==> src/rtl/pio_pkg.sv <==
// Shared definitions for the pio_multi_irq parallel I/O block: register map
// word addresses and the per-bit edge polarity encoding.
package pio_pkg;

    localparam logic [2:0] PIO_ADDR_DATA   = 3'd0;
    localparam logic [2:0] PIO_ADDR_OUT    = 3'd1;
    localparam logic [2:0] PIO_ADDR_MASK   = 3'd2;
    localparam logic [2:0] PIO_ADDR_EDGE   = 3'd3;
    localparam logic [2:0] PIO_ADDR_OUTSET = 3'd4;
    localparam logic [2:0] PIO_ADDR_OUTCLR = 3'd5;
    localparam logic [2:0] PIO_ADDR_POL    = 3'd6;

    // One POL bit per input selects which transition of filt is captured.
    typedef enum logic {
        EDGE_RISE = 1'b0,
        EDGE_FALL = 1'b1
    } pio_edge_e;

endpackage

==> src/rtl/pio_debounce.sv <==
// Sample-and-compare debounce: a bit of filt only follows sync when it has
// held the same value on two consecutive ticks, DEB_CYCLES clocks apart.
module pio_debounce #(
    parameter int WIDTH      = 18,
    parameter int DEB_CYCLES = 50000
) (
    input  logic             clk,
    input  logic             rst,
    input  logic [WIDTH-1:0] sync,
    output logic [WIDTH-1:0] filt
);

    localparam int            CW       = $clog2(DEB_CYCLES);
    localparam logic [CW-1:0] CNT_LAST = CW'(DEB_CYCLES - 1);

    logic [CW-1:0]    cnt;
    logic [WIDTH-1:0] samp;
    logic [WIDTH-1:0] differs;

    assign differs = sync ^ samp;

    always_ff @(posedge clk or posedge rst) begin
        if (rst) begin
            cnt  <= '0;
            samp <= '0;
            filt <= '0;
        end else if (cnt == CNT_LAST) begin
            cnt  <= '0;
            samp <= sync;
            filt <= (filt & differs) | (sync & ~differs);
        end else begin
            cnt <= cnt + CW'(1);
        end
    end

endmodule

==> src/rtl/pio_multi_irq.sv <==
// Avalon-MM parallel I/O: synchronised (optionally debounced) input bank with
// per-bit edge capture and masked irq, plus an output bank with atomic set/clear.
// Debounce is built only when PIO_DEBOUNCE_EN is defined.
module pio_multi_irq
    import pio_pkg::*;
#(
    parameter int               WIDTH      = 18,
    parameter logic [WIDTH-1:0] RESET_OUT  = '0,
    parameter int               DEB_CYCLES = 50000
) (
    input  logic             clk_clk,
    input  logic             reset_reset,
    input  logic [2:0]       avs_address,
    input  logic             avs_read,
    input  logic             avs_write,
    input  logic [31:0]      avs_writedata,
    output logic [31:0]      avs_readdata,
    output logic             avs_readdatavalid,
    output logic             irq,
    input  logic [WIDTH-1:0] pio_in,
    output logic [WIDTH-1:0] pio_out
);

    logic [WIDTH-1:0] sync0, sync1, filt, filt_d;
    logic [WIDTH-1:0] mask_r, edge_r, pol_r;
    logic [WIDTH-1:0] wd, cap, clr, edge_nxt;
    logic [31:0]      rd_word;
    logic             unused_wdata;

    assign wd           = avs_writedata[WIDTH-1:0];
    assign unused_wdata = ^avs_writedata;

    always_ff @(posedge clk_clk or posedge reset_reset) begin
        if (reset_reset) begin
            sync0 <= '0;
            sync1 <= '0;
        end else begin
            sync0 <= pio_in;
            sync1 <= sync0;
        end
    end

`ifdef PIO_DEBOUNCE_EN
    pio_debounce #(
        .WIDTH      (WIDTH),
        .DEB_CYCLES (DEB_CYCLES)
    ) u_debounce (
        .clk  (clk_clk),
        .rst  (reset_reset),
        .sync (sync1),
        .filt (filt)
    );
`else
    localparam int unused_deb_cycles = DEB_CYCLES;
    assign filt = sync1;
`endif

    always_comb begin
        cap = '0;
        for (int i = 0; i < WIDTH; i++) begin
            if (pio_edge_e'(pol_r[i]) == EDGE_FALL)
                cap[i] = ~filt[i] & filt_d[i];
            else
                cap[i] = filt[i] & ~filt_d[i];
        end
    end

    // A capture in the same cycle as its write-1-to-clear keeps the bit set.
    assign clr      = (avs_write && avs_address == PIO_ADDR_EDGE) ? wd : '0;
    assign edge_nxt = (edge_r & ~clr) | cap;

    always_comb begin
        rd_word = '0;
        case (avs_address)
            PIO_ADDR_DATA: rd_word[WIDTH-1:0] = filt;
            PIO_ADDR_OUT:  rd_word[WIDTH-1:0] = pio_out;
            PIO_ADDR_MASK: rd_word[WIDTH-1:0] = mask_r;
            PIO_ADDR_EDGE: rd_word[WIDTH-1:0] = edge_r;
            PIO_ADDR_POL:  rd_word[WIDTH-1:0] = pol_r;
            default:       rd_word = '0;
        endcase
    end

    // Bus: no waitrequest. A read sampled at edge N returns data with
    // readdatavalid high for the cycle after N, reflecting state before any
    // write sampled at the same edge N; writes update state at edge N.
    always_ff @(posedge clk_clk or posedge reset_reset) begin
        if (reset_reset) begin
            filt_d            <= '0;
            pio_out           <= RESET_OUT;
            mask_r            <= '0;
            edge_r            <= '0;
            pol_r             <= '0;
            irq               <= 1'b0;
            avs_readdata      <= '0;
            avs_readdatavalid <= 1'b0;
        end else begin
            filt_d            <= filt;
            edge_r            <= edge_nxt;
            irq               <= |(edge_r & mask_r);
            avs_readdatavalid <= avs_read;
            if (avs_read)
                avs_readdata <= rd_word;
            if (avs_write) begin
                case (avs_address)
                    PIO_ADDR_OUT:    pio_out <= wd;
                    PIO_ADDR_MASK:   mask_r  <= wd;
                    PIO_ADDR_OUTSET: pio_out <= pio_out | wd;
                    PIO_ADDR_OUTCLR: pio_out <= pio_out & ~wd;
                    PIO_ADDR_POL:    pol_r   <= wd;
                    default:         ;
                endcase
            end
        end
    end

endmodule

==> config.mk <==
export PLATFORM = sky130hd
export DESIGN_NAME = pio_multi_irq
export DESIGN_NICKNAME = d
export VERILOG_FILES = /design/src/rtl/pio_pkg.sv /design/src/rtl/pio_debounce.sv /design/src/rtl/pio_multi_irq.sv
export SDC_FILE = /design/constraint.sdc
export NUM_CORES = 1
export LEC_CHECK = 0
export BUFFER_PORTS_ARGS = -buffer_cell sky130_fd_sc_hd__buf_4
export CAP_MARGIN = 20
export CORE_MARGIN = 2
export CORE_UTILIZATION = 55
export CTS_BUF_LIST = sky130_fd_sc_hd__clkbuf_2 sky130_fd_sc_hd__clkbuf_4 sky130_fd_sc_hd__clkbuf_8
export CTS_CLUSTER_DIAMETER = 150
export DETAILED_ROUTE_END_ITERATION = 10
export GPL_ROUTABILITY_DRIVEN = 0
export PLACE_DENSITY = 0.79
export SKIP_CTS_REPAIR_TIMING = 1
export SKIP_LAST_GASP = 1
export SLEW_MARGIN = 25
export SYNTH_ARGS = -nofsm -noshare
export SYNTH_HDL_FRONTEND = slang
export SYNTH_HIERARCHICAL = 1
export SYNTH_SLANG_ARGS = --single-unit
==> constraint.sdc <==
create_clock -name clk_clk -period 9.9 [get_ports clk_clk]
set_clock_uncertainty 0.05 [all_clocks]
set_input_delay 0.99 -clock clk_clk [delete_from_list [all_inputs] [get_ports clk_clk]]
set_output_delay 0.99 -clock clk_clk [all_outputs]
set_load 0.1 [all_outputs]
==> flow_metrics.py, run 1 <==
metrics = {
    "die": {
        "std_cell_rows": 38,
        "ios": 109,
        "initial_core_util_pct": 55.9,
        "dieArea_sq_mm": 0.0118,
        "fp.dieW_um": 109,
        "fp.coreArea_sq_mm": 0.0108,
        "die_h_um": 109,
    },
    "placed_design": {
        "dp_hpwl_um": 9090,
        "dpl_cell_area_sq_mm": 0.00665,
        "dp_cells": 687,
        "numPortBuffers": 80,
    },
    "critical_path": {
        "arrival_ns": 3.04,
        "reg2reg_to": "irq$_DFF_PP0_",
        "required_ns": 10.18,
        "cp_cell_sequence": "buf_4 -> and3b_1 -> nand2_4 -> mux2_1",
        "max_stage_delay_ns": 0.88,
        "path_class": "primary input to register",
        "worstReg2RegStart": "mask_r[10]$_DFFE_PP0P_",
        "slowest_stage": "and3b_1",
        "crit_path_max_fanout": 26,
        "end_kind": "register",
        "r2r_cells": 4,
        "rrSetupSlack_ns": 8.44,
        "start_kind": "primary input",
    },
    "routing": {
        "drc_errors": 0,
        "num_vias": 4293,
        "wirelength_um": 14300,
        "routedWlPerCell_um": 19.8,
        "ant_nets": 0,
        "via_per_inst": 5.97,
        "drt_first_iter_violations": 299,
        "dr.pass1.iters": 5,
    },
    "yosys": {
        "yosysUniqueCellTypes": 34,
        "synth-main-ff-cell": "dfrtp_1",
        "ys.warnings.count": 6,
        "synth_area_leaders": "dfrtp_1 61%, mux2_2 6.5%, mux2i_1 5.1%",
        "synth-seq-cells": 146,
        "yosysTopAreaCellShare_pct": 60.6,
        "seq_area_frac_synth_pct": 60.6,
        "synth_edf_count": 0,
        "syn_area_per_cell_sq_um": 12.4,
        "synth_top_area_cell": "dfrtp_1",
        "syn_area_sq_mm": 0.00603,
        "async_flop_share_pct": 100,
        "synth_cells": 488,
    },
    "power": {
        "peakVddDrop_mv": 0.122,
        "power_leakage_uw": 0.00316,
        "power.density_mw_per_mm2": 232,
    },
    "global_route": {
        "antenna_found_initial": 0,
        "grt_overflow": 0,
        "grt_pass1_vias": 4504,
        "grt_max_degree": 99,
        "grt_pass1_wl_um": 23000,
        "grt_usage_pct": 26.3,
    },
    "sta": {
        "timing.final.crit_share_pct": 27.8,
        "worst_pin_slew_ns": 0.979,
        "hold_slack_ns": 0.304,
        "maxSlewHeadroom_pct": 34.7,
        "max_freq_mhz": 363,
        "min_period_ns": 2.76,
        "finalSetupTns_ns": 0,
        "rsz0062_at_grt": "false",
        "hold_viol": 0,
        "drv_slew": 0,
        "setup_viol": 0,
    },
    "run_status": {
        "status": "complete, no violations",
    },
    "cells_and_area": {
        "final_cells": 719,
        "drive_gt1_share_pct": 26.9,
        "area_growth_pct": 18.0,
        "n_fill_cell": 790,
        "fin_area_sq_mm": 0.00712,
        "final_nets": 623,
        "n_antenna_cell": 0,
    },
    "job": {
        "maxCapViolCount": 0,
    },
    "hold_path": {
        "hold_start": "sync0[5]$_DFF_PP0_",
        "holdCritPathClass": "register to register",
        "holdPathEnd": "filt[5]$_DFF_PP0_",
        "holdPathStages": 0,
    },
    "clocking": {
        "clk_latency_ns": 0.44,
        "clock-sinks": 146,
        "path_clk_slew_ns": 0.08,
        "cts_buffers": 17,
        "cts_max_level": 4,
        "clockBufferDepth": 2,
        "cts_tree": "yes",
        "cts_root_buf": "clkbuf_8",
    },
}
==> per-stage QoR <==
stage | power [uW] | worst slack, ns | utilization [%]
after detailed placement | 1130 | 6.51 | 61.6
final | 1650 | 7.14 | 66.0
after global placement | 1110 | 6.57 | 61.6
after global routing | 1720 | 7.12 | 66.0
after floorplan | 1030 | 4.94 | -
after CTS | 1660 | 6.98 | 65.9
==> synth_stat cells (3+ instances only) <==
| library cell | number |
|---|---|
| dfrtp_1 | 146 |
| nand2_1 | 44 |
| mux2_2 | 35 |
| mux2i_1 | 31 |
| nor2_1 | 30 |
| buf_4 | 23 |
| a221oi_1 | 20 |
| inv_1 | 20 |
| o22ai_1 | 17 |
| o2bb2ai_1 | 17 |
| a22oi_1 | 15 |
| o21ai_0 | 14 |
| a221o_1 | 12 |
| clkbuf_1 | 8 |
| a211oi_1 | 6 |
| a21oi_1 | 6 |
| buf_2 | 6 |
| nor2b_1 | 6 |
| nor3b_1 | 6 |
| o211ai_1 | 6 |
| a22o_1 | 3 |
| nand2b_1 | 3 |
==> cells in the final DEF (no fill, tap or decap), drive strengths merged, types with 4 or more instances in the layout <==
cell type,instances
o22ai,17
nand2,45
clkinvlp,4
o2bb2ai,17
o21ai,14
mux2,36
conb,14
a221oi,20
clkbuf,19
inv,21
nor3b,6
nor2,30
a211oi,6
nor2b,6
o211ai,6
bufinv,5
dfrtp,146
a21oi,6
mux2i,31
a22oi,15
a221o,12
buf,83
==> where the power goes <==
| group | total [uW] | switching [uW] | internal (uW) |
|---|---|---|---|
| sequential | 734 | 66.3 | 668 |
| combinational | 383 | 270 | 113 |
| clock | 535 | 226 | 309 |
==> sequential cells by signal (all words and copies together) (netlist names) <==
signal,cells
mask_r,18
irq,1
pio_out,18
edge_r,18
avs_readdata,18
filt,18
filt_d,18
sync0,18
pol_r,18
avs_readdatavalid,1
==> logic make-up (layout without fill, tap and decap cells) <==
family,count (synthesis),count (layout),synth area share (%)
buffers and inverters,57,135,5.10
DFF,146,146,60.6
muxes,67,67,11.9
AOI/OAI and AO/OA,117,117,14.7
and+or+nand+nor,100,100,7.74
other,1,14,0.0622
==> worst max-delay path by stage <==
| stage | cells past startpoint | endpoint | startpoint | slack [ns] |
|---|---|---|---|---|
| floorplan | 1 | avs_readdata[0]$_DFFE_PP0P_ | reset_reset | 4.94 |
| global placement | 5 | pio_out[14]$_DFFE_PP0P_ | avs_address[1] | 6.57 |
| detailed placement | 5 | pio_out[7]$_DFFE_PP0P_ | avs_address[1] | 6.51 |
| CTS | 5 | pio_out[7]$_DFFE_PP0P_ | avs_address[1] | 6.98 |
| global route | 4 | pol_r[0]$_DFFE_PP0P_ | avs_address[1] | 7.12 |
| finish | 4 | pol_r[0]$_DFFE_PP0P_ | avs_address[1] | 7.14 |
==> cell type report <==
type                    count  area, sq um  share of cell area (%)
clock inverters            13          208                    2.92
multi-input cells         298         2130                    29.9
flip-flops and latches    146         3650                    51.3
clock buffers              19          255                    3.58
well taps                 140          175                    2.46
repair buffers             83          623                    8.75
inverters                  20         80.1                    1.12
==> critical path: cells and delay by family <==
family	cells	cell delay (ns)
simple gates	2	1.25
mux	1	0.41
buf+inv	1	0.37
==> layer usage <==
layer  global-route usage (%)  wire length [um]  vias up
met5                        0                 0        -
li1                         -                 -     1905
met4                     12.3               303        0
met3                     6.99               944       27
met1                     34.2              5900     2182
met2                     41.4              7110      179
Power figures use the tool's default switching activity.
==> run 2: changes to the inputs <==
- clock period: 9.9 -> 2.55 ns (I/O delays scaled with it)
==> run 2 against run 1 <==
Cell count up 5.8%. Worst hold slack worse by 0.27 ns. Clock-buffer cell count down 2. Clock power rose to 3.2 times the previous value. Sequential share of layout area down 2.1 points. Setup slack worse by 6.2 ns. Utilization up 2.9 points. Power rose to 3.7 times the previous value. Largest cell class unchanged.
==> flow_metrics.py, run 2 (synthesized netlist as in run 1, its figures left out) <==
metrics = {
    "run_status": {
        "status": "complete, no violations",
    },
    "cells_and_area": {
        "drive_gt1_share_pct": 27.5,
        "area_growth_pct": 23.1,
        "n_antenna_cell": 0,
        "final_nets": 665,
        "final_cell_mix": "146 x dfrtp_1, 98 x buf_4, 44 x nand2_1",
        "final_common_cell": "dfrtp_1",
    },
    "placed_design": {
        "numPortBuffers": 80,
        "dpl_worst_slack_ns": 0.545,
        "dp_hpwl_um": 9660,
    },
    "global_route": {
        "grt_overflow": 0,
        "grt_pass1_vias": 4430,
        "busiest_layer": "met2",
        "grt_pass1_wl_um": 22900,
        "grt_max_degree": 49,
        "use_met3_pct": 6.69,
        "antenna_found_initial": 0,
        "grt_use_met1_pct": 34.5,
        "met2_usage_pct": 42.2,
        "grt_usage_pct": 26.2,
    },
    "sta": {
        "timing.final.crit_share_pct": 61.6,
        "worst_pin_slew_ns": 0.855,
        "hold_viol": 0,
        "rsz0062_at_grt": "false",
        "min_period_ns": 1.57,
        "drv_slew": 0,
        "max_freq_mhz": 637,
        "setup_viol": 0,
        "setup_slack_ns": 0.979,
        "maxSlewHeadroom_pct": 42.9,
        "finalSetupTns_ns": 0,
    },
    "critical_path": {
        "crit_buf_inv": 2,
        "critPathMostFrequentCell": "buf_4",
        "cp_cell_sequence": "buf_4 -> and3b_1 -> buf_4 -> nand2_4 -> mux2_1",
        "crit_path_max_fanout": 26,
        "path_class": "primary input to register",
        "arrival_ns": 1.85,
        "cp_top_family": "buffers and inverters",
        "max_stage_delay_ns": 0.38,
        "required_ns": 2.83,
        "start_kind": "primary input",
        "end_kind": "register",
        "slowest_stage": "buf_4",
    },
    "clocking": {
        "cts_tree": "yes",
        "cts_max_level": 4,
        "cts_root_buf": "clkbuf_8",
        "clk_latency_ns": 0.45,
        "clock-sinks": 146,
        "path_clk_slew_ns": 0.08,
        "clockBufferDepth": 2,
        "cts_buffers": 17,
    },
    "routing": {
        "drc_errors": 0,
        "num_vias": 4476,
        "routedWlPerCell_um": 19.4,
        "dr.pass1.iters": 5,
        "ant_nets": 0,
        "wirelength_um": 14700,
        "drt_first_iter_violations": 402,
        "via_per_inst": 5.88,
    },
    "job": {
        "maxCapViolCount": 0,
    },
    "die": {
        "fp.coreArea_sq_mm": 0.0108,
        "die_h_um": 109,
        "fp.dieW_um": 109,
        "dieArea_sq_mm": 0.0118,
        "ios": 109,
        "std_cell_rows": 38,
        "initial_core_util_pct": 55.9,
    },
    "power": {
        "power_leakage_uw": 0.00333,
        "seqPwrFrac_pct": 46.6,
        "p_sw_uw": 2180,
        "power.density_mw_per_mm2": 823,
        "p_sw_share_pct": 35.7,
        "combPwrFrac_pct": 25.3,
        "finalPower_uw": 6120,
        "p_clk_share_pct": 28.1,
        "peakVddDrop_mv": 0.628,
        "intPower_uw": 3930,
    },
    "hold_path": {
        "holdCritPathClass": "primary input to register",
    },
}
-- run 2: final cells by class --
class	instances	area, sq um
flip-flops and latches	146	3650
fillers	784	3360
multi-input cells	298	2120
repair buffers	125	1030
clock buffers	17	234
well taps	140	175
clock inverters	15	141
inverters	20	78.8
-- run 2: path summary, 6_finish.rpt --
| check | cells after the start | slack, ns | to | start |
|---|---|---|---|---|
| setup / recovery | 5 | 0.98 | pol_r[0]$_DFFE_PP0P_ | avs_address[1] |
| hold / removal | 3 | 0.03 | pio_out[14]$_DFFE_PP0P_ | avs_writedata[14] |
| setup reg to reg | 4 | 1.05 | irq$_DFF_PP0_ | mask_r[10]$_DFFE_PP0P_ |
| hold reg to reg | 0 | 0.30 | filt[2]$_DFF_PP0_ | sync0[2]$_DFF_PP0_ |
| max in group asynchronous | 4 | 1.47 | filt_d[5]$_DFF_PP0_ | reset_reset |
| min in group asynchronous | 3 | 0.33 | sync0[13]$_DFF_PP0_ | reset_reset |
-- run 2: worst register-to-register path: stages (launching register included) --
cell,delay (ns)
dfrtp_1,0.40
a22o_1,0.27
a221oi_1,0.30
and3_1,0.22
nand4_1,0.10
-- run 2: power by group through the flow --
stage                     Combinational [uW]  Clock (uW)  Sequential [uW]
final                                   1540        1720             2850
after global routing                    1630        1850             2890
after CTS                               1520        1740             2840
after detailed placement                1510           0             2890
after global placement                  1470           0             2870
after floorplan                          594           0             3400
-- run 2: routing by layer --
| layer | up-vias | wire length [um] |
|---|---|---|
| li1 | 2003 | - |
| met1 | 2257 | 6260 |
| met2 | 177 | 7290 |
| met3 | 39 | 871 |
| met4 | 0 | 316 |
| met5 | - | 0 |
-- run 2: metrics by stage --
stage	hold WS, ns	area [sq um]	utilization (%)	cells
floorplan	0.236	6090	-	501
global placement	0.252	6800	63.0	704
detailed placement	0.248	6800	63.0	704
CTS	-0.226	7180	66.5	736
global route	0.0237	7430	68.8	761
finish	0.0338	7430	68.8	761
==> run 3: changes to the inputs <==
- CORE_UTILIZATION: 55 -> 52
- PLACE_DENSITY: 0.79 -> 0.78
- clock period: 2.55 -> 1.4 ns (I/O delays scaled with it)
==> run 3 against run 2 <==
Sequential cell count stayed put. Global-route usage decreased by 1.3 points. Clock power rose by 89%. Sequential share of layout area shrank 2.7 points. Setup slack worse by 0.95 ns. Worst hold slack improved by 0.0092 ns. Critical endpoint is now pio_out[7]. Largest power group unchanged. Highest routed layer unchanged.
==> flow_metrics.py, run 3 (synthesized netlist as in run 1, its figures left out) <==
metrics = {
    "run_status": {
        "status": "complete, no violations",
    },
    "routing": {
        "via_per_inst": 5.77,
        "drt_first_iter_violations": 315,
        "ant_nets": 0,
        "routedWlPerCell_um": 19.4,
        "num_vias": 4587,
        "wirelength_um": 15400,
        "drc_errors": 0,
        "dr.pass1.iters": 5,
    },
    "clocking": {
        "cts_root_buf": "clkbuf_8",
        "clockBufferDepth": 2,
        "cts_buffers": 17,
        "path_clk_slew_ns": 0.07,
        "cts_max_level": 4,
        "cts_tree": "yes",
        "clock-sinks": 146,
        "clk_latency_ns": 0.45,
    },
    "sta": {
        "max_freq_mhz": 729,
        "setup_viol": 0,
        "drv_slew": 0,
        "finalSetupTns_ns": 0,
        "maxSlewHeadroom_pct": 49.8,
        "worst_pin_slew_ns": 0.751,
        "rsz0062_at_grt": "true",
        "timing.final.crit_share_pct": 98.0,
        "min_period_ns": 1.37,
        "hold_viol": 0,
        "hold_slack_ns": 0.0430,
    },
    "die": {
        "fp.dieW_um": 112,
        "initial_core_util_pct": 53.1,
        "die_h_um": 112,
        "ios": 109,
        "std_cell_rows": 39,
        "fp.coreArea_sq_mm": 0.0114,
        "dieArea_sq_mm": 0.0125,
    },
    "critical_path": {
        "arrival_ns": 1.18,
        "cp_top_family": "flip-flops",
        "reg2reg_to": "irq$_DFF_PP0_",
        "end_kind": "primary output",
        "worstReg2RegStart": "mask_r[2]$_DFFE_PP0P_",
        "required_ns": 1.21,
        "slowest_stage": "dfrtp_1",
        "crit_buf_inv": 1,
        "r2r_cells": 4,
        "path_class": "register to primary output",
        "start_kind": "register",
        "max_stage_delay_ns": 0.42,
        "rrSetupSlack_ns": 0.03,
        "cp_cell_sequence": "buf_4",
        "crit_path_max_fanout": 4,
    },
    "cells_and_area": {
        "n_antenna_cell": 0,
        "fin_util_pct": 69.2,
        "drive_gt1_share_pct": 29.6,
        "final_common_cell": "dfrtp_1",
        "seqCellArea_sq_mm": 0.00365,
        "final_cell_mix": "146 x dfrtp_1, 100 x buf_4, 44 x nand2_1",
        "n_fill_cell": 800,
        "final_nets": 697,
        "area_growth_pct": 30.3,
        "multiInputGateArea_sq_mm": 0.00215,
    },
    "job": {
        "maxCapViolCount": 0,
    },
    "global_route": {
        "antenna_found_initial": 0,
        "grt_pass1_wl_um": 24100,
        "grt_max_degree": 37,
        "grt_usage_pct": 24.9,
        "grt_pass1_vias": 4669,
        "grt_overflow": 0,
    },
    "hold_path": {
        "holdPathEnd": "avs_readdatavalid$_DFF_PP0_",
        "holdPathStages": 2,
        "hold_start": "avs_read",
        "holdCritPathClass": "primary input to register",
    },
    "power": {
        "finalPower_uw": 11500,
        "power_leakage_uw": 0.00353,
        "power.density_mw_per_mm2": 1460,
        "peakVddDrop_mv": 0.963,
    },
    "placed_design": {
        "numPortBuffers": 80,
        "dp_hpwl_um": 10400,
    },
}
run 3: changes by cell type in the layout (fill, tap and decap cells not counted), sizes merged:
| cell | before | now |
|---|---|---|
| bufinv | 2 | 1 |
| clkinvlp | 3 | 1 |
| inv | 21 | 19 |
| clkbuf | 17 | 27 |
| dlygate4sd3 | 25 | 37 |
| clkinv | 9 | 3 |
| buf | 100 | 120 |
run 3: power breakdown:
part	total, uW	internal, uW	leakage, uW	switching [uW]
Sequential	5230	4730	0.00169	507
Combinational	3000	1020	0.00163	1980
Clock	3250	1780	0.000212	1460
run 3: how the worst max path moves through the flow:
stage                      startpoint                     endpoint  slack (ns)  depth (start not counted)
6_report       pio_out[7]$_DFFE_PP0P_                   pio_out[7]        0.03                          1
5_1_grt        mask_r[10]$_DFFE_PP0P_                irq$_DFF_PP0_       -0.04                          4
4_1_cts         mask_r[2]$_DFFE_PP0P_                irq$_DFF_PP0_       -0.07                          4
3_5_place_dp           avs_address[1]  avs_readdata[8]$_DFFE_PP0P_       -0.21                          7
3_3_place_gp           avs_address[2]  avs_readdata[8]$_DFFE_PP0P_       -0.29                          4
2_1_floorplan             reset_reset  avs_readdata[0]$_DFFE_PP0P_       -0.62                          1
run 3: final cells by class:
| type | count | area share, % |
|---|---|---|
| Clock buffer | 27 | 4.49 |
| Clock inverter | 4 | 0.573 |
| Inverter | 20 | 1.00 |
| Multi-Input combinational cell | 298 | 27.3 |
| Sequential cell | 146 | 46.5 |
| Tap cell | 143 | 2.28 |
| Timing Repair Buffer | 157 | 17.9 |
run 3: per-layer routing:
| metal | global-route usage [%] | vias to the layer above | part of all wire, % |
|---|---|---|---|
| met3 | 5.12 | 27 | 5.9 |
| met5 | 0 | - | 0 |
| met4 | 11.0 | 0 | 2.3 |
| met2 | 39.4 | 194 | 50 |
| li1 | - | 2069 | - |
| met1 | 33.8 | 2297 | 42 |
run 3: worst reg2reg max path, stage by stage, from the launching register on:
cell and delay, ns:
dfrtp_1 0.40, a22o_1 0.23, a221oi_2 0.24, and3_1 0.20, nand4_1 0.10
run 3: through the flow:
step / area (sq um) / instances / worst slack [ns]
after global placement: 7020 / 727 / -0.287
final: 7860 / 795 / 0.0276
after global routing: 7860 / 795 / -0.0406
after detailed placement: 7030 / 727 / -0.208
after CTS: 7420 / 758 / -0.0668
after floorplan: 6090 / 501 / -0.623
